`src/rtl/priority_encoder_stream.sv`:
```
// Priority encoder with a registered one-shot encode result and a serial,
// back-pressured stream of the word's set-bit positions.
module priority_encoder_stream #(
    parameter int unsigned WIDTH = 16,
    parameter int unsigned IDX_W = $clog2(WIDTH)
) (
    input  logic              clk_i,
    input  logic              arst_n_i,
    input  logic [WIDTH-1:0]  data_i,
    input  logic              data_val_i,
    input  logic              msb_first_i,
    output logic              data_ready_o,
    output logic              enc_val_o,
    output logic [WIDTH-1:0]  data_left_o,
    output logic [WIDTH-1:0]  data_right_o,
    output logic [IDX_W-1:0]  left_idx_o,
    output logic [IDX_W-1:0]  right_idx_o,
    output logic [IDX_W:0]    cnt_o,
    output logic              zero_o,
    output logic              pos_val_o,
    input  logic              pos_ready_i,
    output logic [WIDTH-1:0]  pos_o,
    output logic [IDX_W-1:0]  pos_idx_o,
    output logic              pos_last_o
);

    localparam int unsigned CNT_W = IDX_W + 1;

    typedef enum logic [0:0] {IDLE, SCAN} state_t;

    state_t            state_q, state_d;
    logic [WIDTH-1:0]  work_q, work_d;
    logic              msb_q, msb_d;
    logic              accept;
    logic [WIDTH-1:0]  beat_d;
    logic              last_d;
    logic [WIDTH-1:0]  enc_left_d, enc_right_d;

    function automatic logic [WIDTH-1:0] msb_oh(input logic [WIDTH-1:0] x);
        logic [WIDTH-1:0] r;
        r = '0;
        for (int i = 0; i < int'(WIDTH); i++) begin
            if (x[i]) begin
                r    = '0;
                r[i] = 1'b1;
            end
        end
        return r;
    endfunction

    function automatic logic [WIDTH-1:0] lsb_oh(input logic [WIDTH-1:0] x);
        return x & (~x + WIDTH'(1));
    endfunction

    function automatic logic [IDX_W-1:0] oh_idx(input logic [WIDTH-1:0] x);
        logic [IDX_W-1:0] r;
        r = '0;
        for (int i = 0; i < int'(WIDTH); i++) begin
            if (x[i]) r = IDX_W'(i);
        end
        return r;
    endfunction

    function automatic logic [CNT_W-1:0] popcnt(input logic [WIDTH-1:0] x);
        logic [CNT_W-1:0] c;
        c = '0;
        for (int i = 0; i < int'(WIDTH); i++) begin
            c = c + CNT_W'(x[i]);
        end
        return c;
    endfunction

    // State register
    always_ff @(posedge clk_i or negedge arst_n_i) begin
        if (!arst_n_i) state_q <= IDLE;
        else           state_q <= state_d;
    end

    // Next state, working register update and next beat selection
    always_comb begin
        state_d     = state_q;
        work_d      = work_q;
        msb_d       = msb_q;
        accept      = 1'b0;
        enc_left_d  = msb_oh(data_i);
        enc_right_d = lsb_oh(data_i);
        case (state_q)
            IDLE: begin
                if (data_val_i && data_ready_o) begin
                    accept = 1'b1;
                    if (|data_i) begin
                        state_d = SCAN;
                        work_d  = data_i;
                        msb_d   = msb_first_i;
                    end
                end
            end
            SCAN: begin
                if (pos_ready_i) begin
                    work_d = work_q & ~pos_o;
                    if (pos_last_o) begin
                        state_d = IDLE;
                        work_d  = '0;
                    end
                end
            end
            default: begin
                state_d = IDLE;
                work_d  = '0;
            end
        endcase
        beat_d = msb_d ? msb_oh(work_d) : lsb_oh(work_d);
        last_d = (|work_d) && ((work_d & (work_d - WIDTH'(1))) == '0);
    end

    // Registered datapath and outputs
    always_ff @(posedge clk_i or negedge arst_n_i) begin
        if (!arst_n_i) begin
            work_q       <= '0;
            msb_q        <= 1'b0;
            data_ready_o <= 1'b0;
            enc_val_o    <= 1'b0;
            data_left_o  <= '0;
            data_right_o <= '0;
            left_idx_o   <= '0;
            right_idx_o  <= '0;
            cnt_o        <= '0;
            zero_o       <= 1'b0;
            pos_val_o    <= 1'b0;
            pos_o        <= '0;
            pos_idx_o    <= '0;
            pos_last_o   <= 1'b0;
        end else begin
            work_q       <= work_d;
            msb_q        <= msb_d;
            data_ready_o <= (state_d == IDLE);
            enc_val_o    <= accept;
            if (accept) begin
                data_left_o  <= enc_left_d;
                data_right_o <= enc_right_d;
                left_idx_o   <= oh_idx(enc_left_d);
                right_idx_o  <= oh_idx(enc_right_d);
                cnt_o        <= popcnt(data_i);
                zero_o       <= ~|data_i;
            end
            pos_val_o  <= (state_d == SCAN);
            pos_o      <= (state_d == SCAN) ? beat_d : '0;
            pos_idx_o  <= (state_d == SCAN) ? oh_idx(beat_d) : '0;
            pos_last_o <= (state_d == SCAN) && last_d;
        end
    end

endmodule

```
`config.mk`:
```
export PLATFORM = sky130hd
export DESIGN_NAME = priority_encoder_stream
export DESIGN_NICKNAME = d
export VERILOG_FILES = /design/src/rtl/priority_encoder_stream.sv
export SDC_FILE = /design/constraint.sdc
export NUM_CORES = 1
export LEC_CHECK = 0
export ABC_AREA = 1
export CELL_PAD_IN_SITES_DETAIL_PLACEMENT = 0
export CELL_PAD_IN_SITES_GLOBAL_PLACEMENT = 1
export CORE_ASPECT_RATIO = 1.4
export CORE_MARGIN = 2
export CORE_UTILIZATION = 40
export CTS_BUF_LIST = sky130_fd_sc_hd__clkbuf_8
export CTS_CLUSTER_DIAMETER = 100
export DETAILED_ROUTE_END_ITERATION = 7
export HOLD_SLACK_MARGIN = 0.12
export PLACE_DENSITY = 0.78
export SLEW_MARGIN = 20
export SYNTH_ARGS = -nofsm -noshare
export SYNTH_HDL_FRONTEND = slang
export SYNTH_SLANG_ARGS = --single-unit
```
`constraint.sdc`:
```
create_clock -name clk_i -period 4.9 [get_ports clk_i]
set_clock_uncertainty 0.05 [all_clocks]
set_input_delay 0.98 -clock clk_i [delete_from_list [all_inputs] [get_ports clk_i]]
set_output_delay 0.98 -clock clk_i [all_outputs]
set_load 0.005 [all_outputs]
```
==> summary.md <==
| Metric | Value |
|---|---|
| Initial Util | `0.410` |
| Share of layout cells above drive strength 1 | `0.127` |
| Site Rows | `48` |
| CTS tree | `done` |
| CP dominant cell by count | `fa_1` |
| Clk buf depth | `2` |
| N_diodes | `0` |
| Num Clock Sinks | `87` |
| Slew headroom | `0.502` |
| Setup Viol. Count Final | `0` |
| Top Ports | `91` |
| Clk pwr share | `0.142` |
| Final instance area | `6320 µm²` |
| 1st-pass router iterations | `4` |
| Die area | `13,600 µm²` |
| Distinct cell type count after synthesis | `50` |
| Seq pwr share | `0.311` |
| Critical Path Start Type | `primary input` |
| Critical path type | `primary input to register` |
| Predominant post-synthesis flop cell | `dfrtp_1` |
| Top cell type's share of synthesized area | `0.429` |
| Number of port buffers | `90` |
| Crit path cell chain | `clkdlybuf4s50_1, inv_1, fa_1, fa_1, fa_1, fa_1, inv_1, ha_1, inv_1, fa_1, xor2_1, o21ai_0` |
| YS warnings | `0` |
| CTS Buf Count | `9` |
| Net Sw Frac | `0.441` |
| Peak supply drop | `0.286 mV` |
| Logic pwr share | `0.548` |
| Area contributors post-synth | `dfrtp_1 43%, nand2_1 11%, inv_1 5.8%` |
| Int Pwr | `1.95 mW` |
| CP max-delay cell | `fa_1` |
| Cells after synthesis | `631` |
| Die Y | `137 µm` |
| Vias in the first global route | `4,652` |
| P per Cell Area | `550 nW/µm²` |
| Final wirelength | `16,000 µm` |
| Max Fclk | `0.231 GHz` |
| Synth Cell Area | `5070 µm²` |
| Residual DRC | `0` |
| Largest net degree at the start of global routing | `60` |
| Final worst path period share | `0.884` |
| Wire length per cell | `18.2 µm` |
| Yosys top cell by area | `dfrtp_1` |
| CP arrival | `4.58 ns` |
| Nets | `764` |
| Worst endpoint required time | `5.15 ns` |
| Register area share after synthesis | `0.429` |
| Lkg Pwr | `3.06 nW` |
| Fin Setup TNS | `0 ns` |
| Post-CTS Setup Bufs | `0` |
| Post-synthesis register bit count | `87` |
| Post-DP HPWL | `12,600 µm` |
| Synthesis-to-finish area growth | `24.7%` |
| Post-Synthesis Net Count | `670` |
| CTS H-tree lvls | `3` |
| Fin. max-slew vios | `0` |
| RSZ-0062 raised after global routing | `no` |
| Clock latency on the worst-skew pair | `0.37 ns` |
| Total net switching power | `1.53 mW` |
| Nature of the critical path endpoint | `register` |
| Placed cells | `864` |
| Worst slew pin tran | `0.740 ns` |
| Core area | `12,400 µm²` |
| Final hold slack | `0.434 ns` |
| Max Cap Viol | `0` |
| Antenna violations before repair | `0` |
| Tmin final | `4.33 ns` |
| Vias | `4,557` |
| GRT Total Usage | `0.242` |
| Root Buffer | `clkbuf_8` |
| Placed cell areas | `6140 µm²` |
| Gr ovfl total | `0` |
| Iteration-0 DRC Markers | `152` |
| Mapped Avg Cell Area | `8.04 µm²` |
| Final Wtd Congestion | `0.952` |
| Post-route ant nets | `0` |
| Tightest Hold Check Type | `register to register` |
| Post-CTS sizing | `0` |
| Synth top cells by count | `145 x nand2_1, 87 x dfrtp_1, 79 x inv_1` |
| Non-filler cells, final | `880` |
| Die width | `99.2 µm` |
| Max FO, Critical Path | `4` |
| EDFF count, synth | `0` |
| # hold bufs at CTS | `0` |
| Hold Vio Cnt, Final | `0` |
| First-pass GRT wire length | `25,000 µm` |
| Clk pin slew, worst setup/hold paths | `0.10 ns` |
| Final Power | `3.48 mW` |
| Async SR Flop Fraction | `1.00` |
| Slowest cell delay on critical path | `0.57 ns` |
| Count leader, synth | `nand2_1` |
| Status | `finished, final reports clean` |
| Vias per cell | `5.18` |
| Fill count | `1,237` |
==> sequential cells by signal, summed over array words and instances, names as in the netlist, 4 cells and up <==
name          flops
left_idx_o        4
cnt_o             5
data_right_o     16
work_q           16
right_idx_o       4
data_left_o      16
pos_idx_o         4
pos_o            16
==> critical path, delay by kind of cell <==
family,cells,cell delay (ns)
XOR/XNOR,1,0.15
adder cells (fa/ha/maj),6,2.53
AO/OA/AOI/OAI,1,0.13
buffers and inverters,4,0.79
==> metal layers <==
| metal | vias to the layer above | GRT usage | wire (µm) |
|---|---|---|---|
| met5 | - | 0 | 0 |
| met1 | 2198 | 0.265 | 6100 |
| li1 | 2201 | - | - |
| met2 | 117 | 0.453 | 8660 |
| met3 | 41 | 0.0381 | 483 |
| met4 | 0 | 0.114 | 729 |
==> final timing paths <==
path	start	endpoint	slack, ns	cells after the start
max	data_i[7]	cnt_o[2]	0.57	12
min	data_right_o[1]	data_right_o[1]	0.43	2
max reg2reg	pos_last_o	pos_idx_o[0]	2.27	17
min reg2reg	data_right_o[1]	data_right_o[1]	0.43	2
max in group asynchronous	arst_n_i	pos_o[11]	3.29	2
min in group asynchronous	arst_n_i	data_right_o[4]	0.61	1
==> cell usage in the layout (no fill, tap or decap), types with 10 or more instances in the layout <==
cell type,Yosys,layout
buf_4,1,15
nand4_1,10,10
clkdlybuf4s50_1,0,89
nand2_1,145,145
fa_1,10,10
dfrtp_1,87,87
nor2_1,73,73
clkbuf_8,0,10
inv_1,79,79
nand3_1,38,38
nor2_2,11,10
o21ai_0,36,36
nand2_2,18,18
a21oi_1,17,17
==> power groups by stage <==
stage	combinational, mW	clock [mW]	sequential [mW]
floorplan	1.15	0	1.08
global placement	1.91	0	1.09
detailed placement	1.91	0	1.10
CTS	1.92	0.510	1.08
global route	2.12	0.536	1.11
finish	1.91	0.493	1.08
==> per-stage QoR <==
step / setup WS (ns) / utilization
after floorplan: 0.936 / -
after global placement: 0.272 / 0.496
after detailed placement: 0.241 / 0.496
after CTS: 0.603 / 0.511
after global routing: 0.471 / 0.511
final: 0.569 / 0.511
==> cell type report <==
cell class                 count  area (µm²)  area share
clock buffer                  10         138      0.0218
clock inverter                 6        51.3     0.00811
inverter                      83         312      0.0493
multi-input combinational    440        2460       0.388
sequential                    87        2180       0.344
tap                          150         188      0.0297
timing repair buffer         104        1000       0.159
==> cells by family after synthesis <==
family	Yosys count	synth area share
compound gates	86	0.104
xor+xnor	1	0.00173
fa+ha+maj	18	0.0592
buf+inv	104	0.0878
flops	87	0.429
simple gates	335	0.319
(Power assumes the default switching activity.)
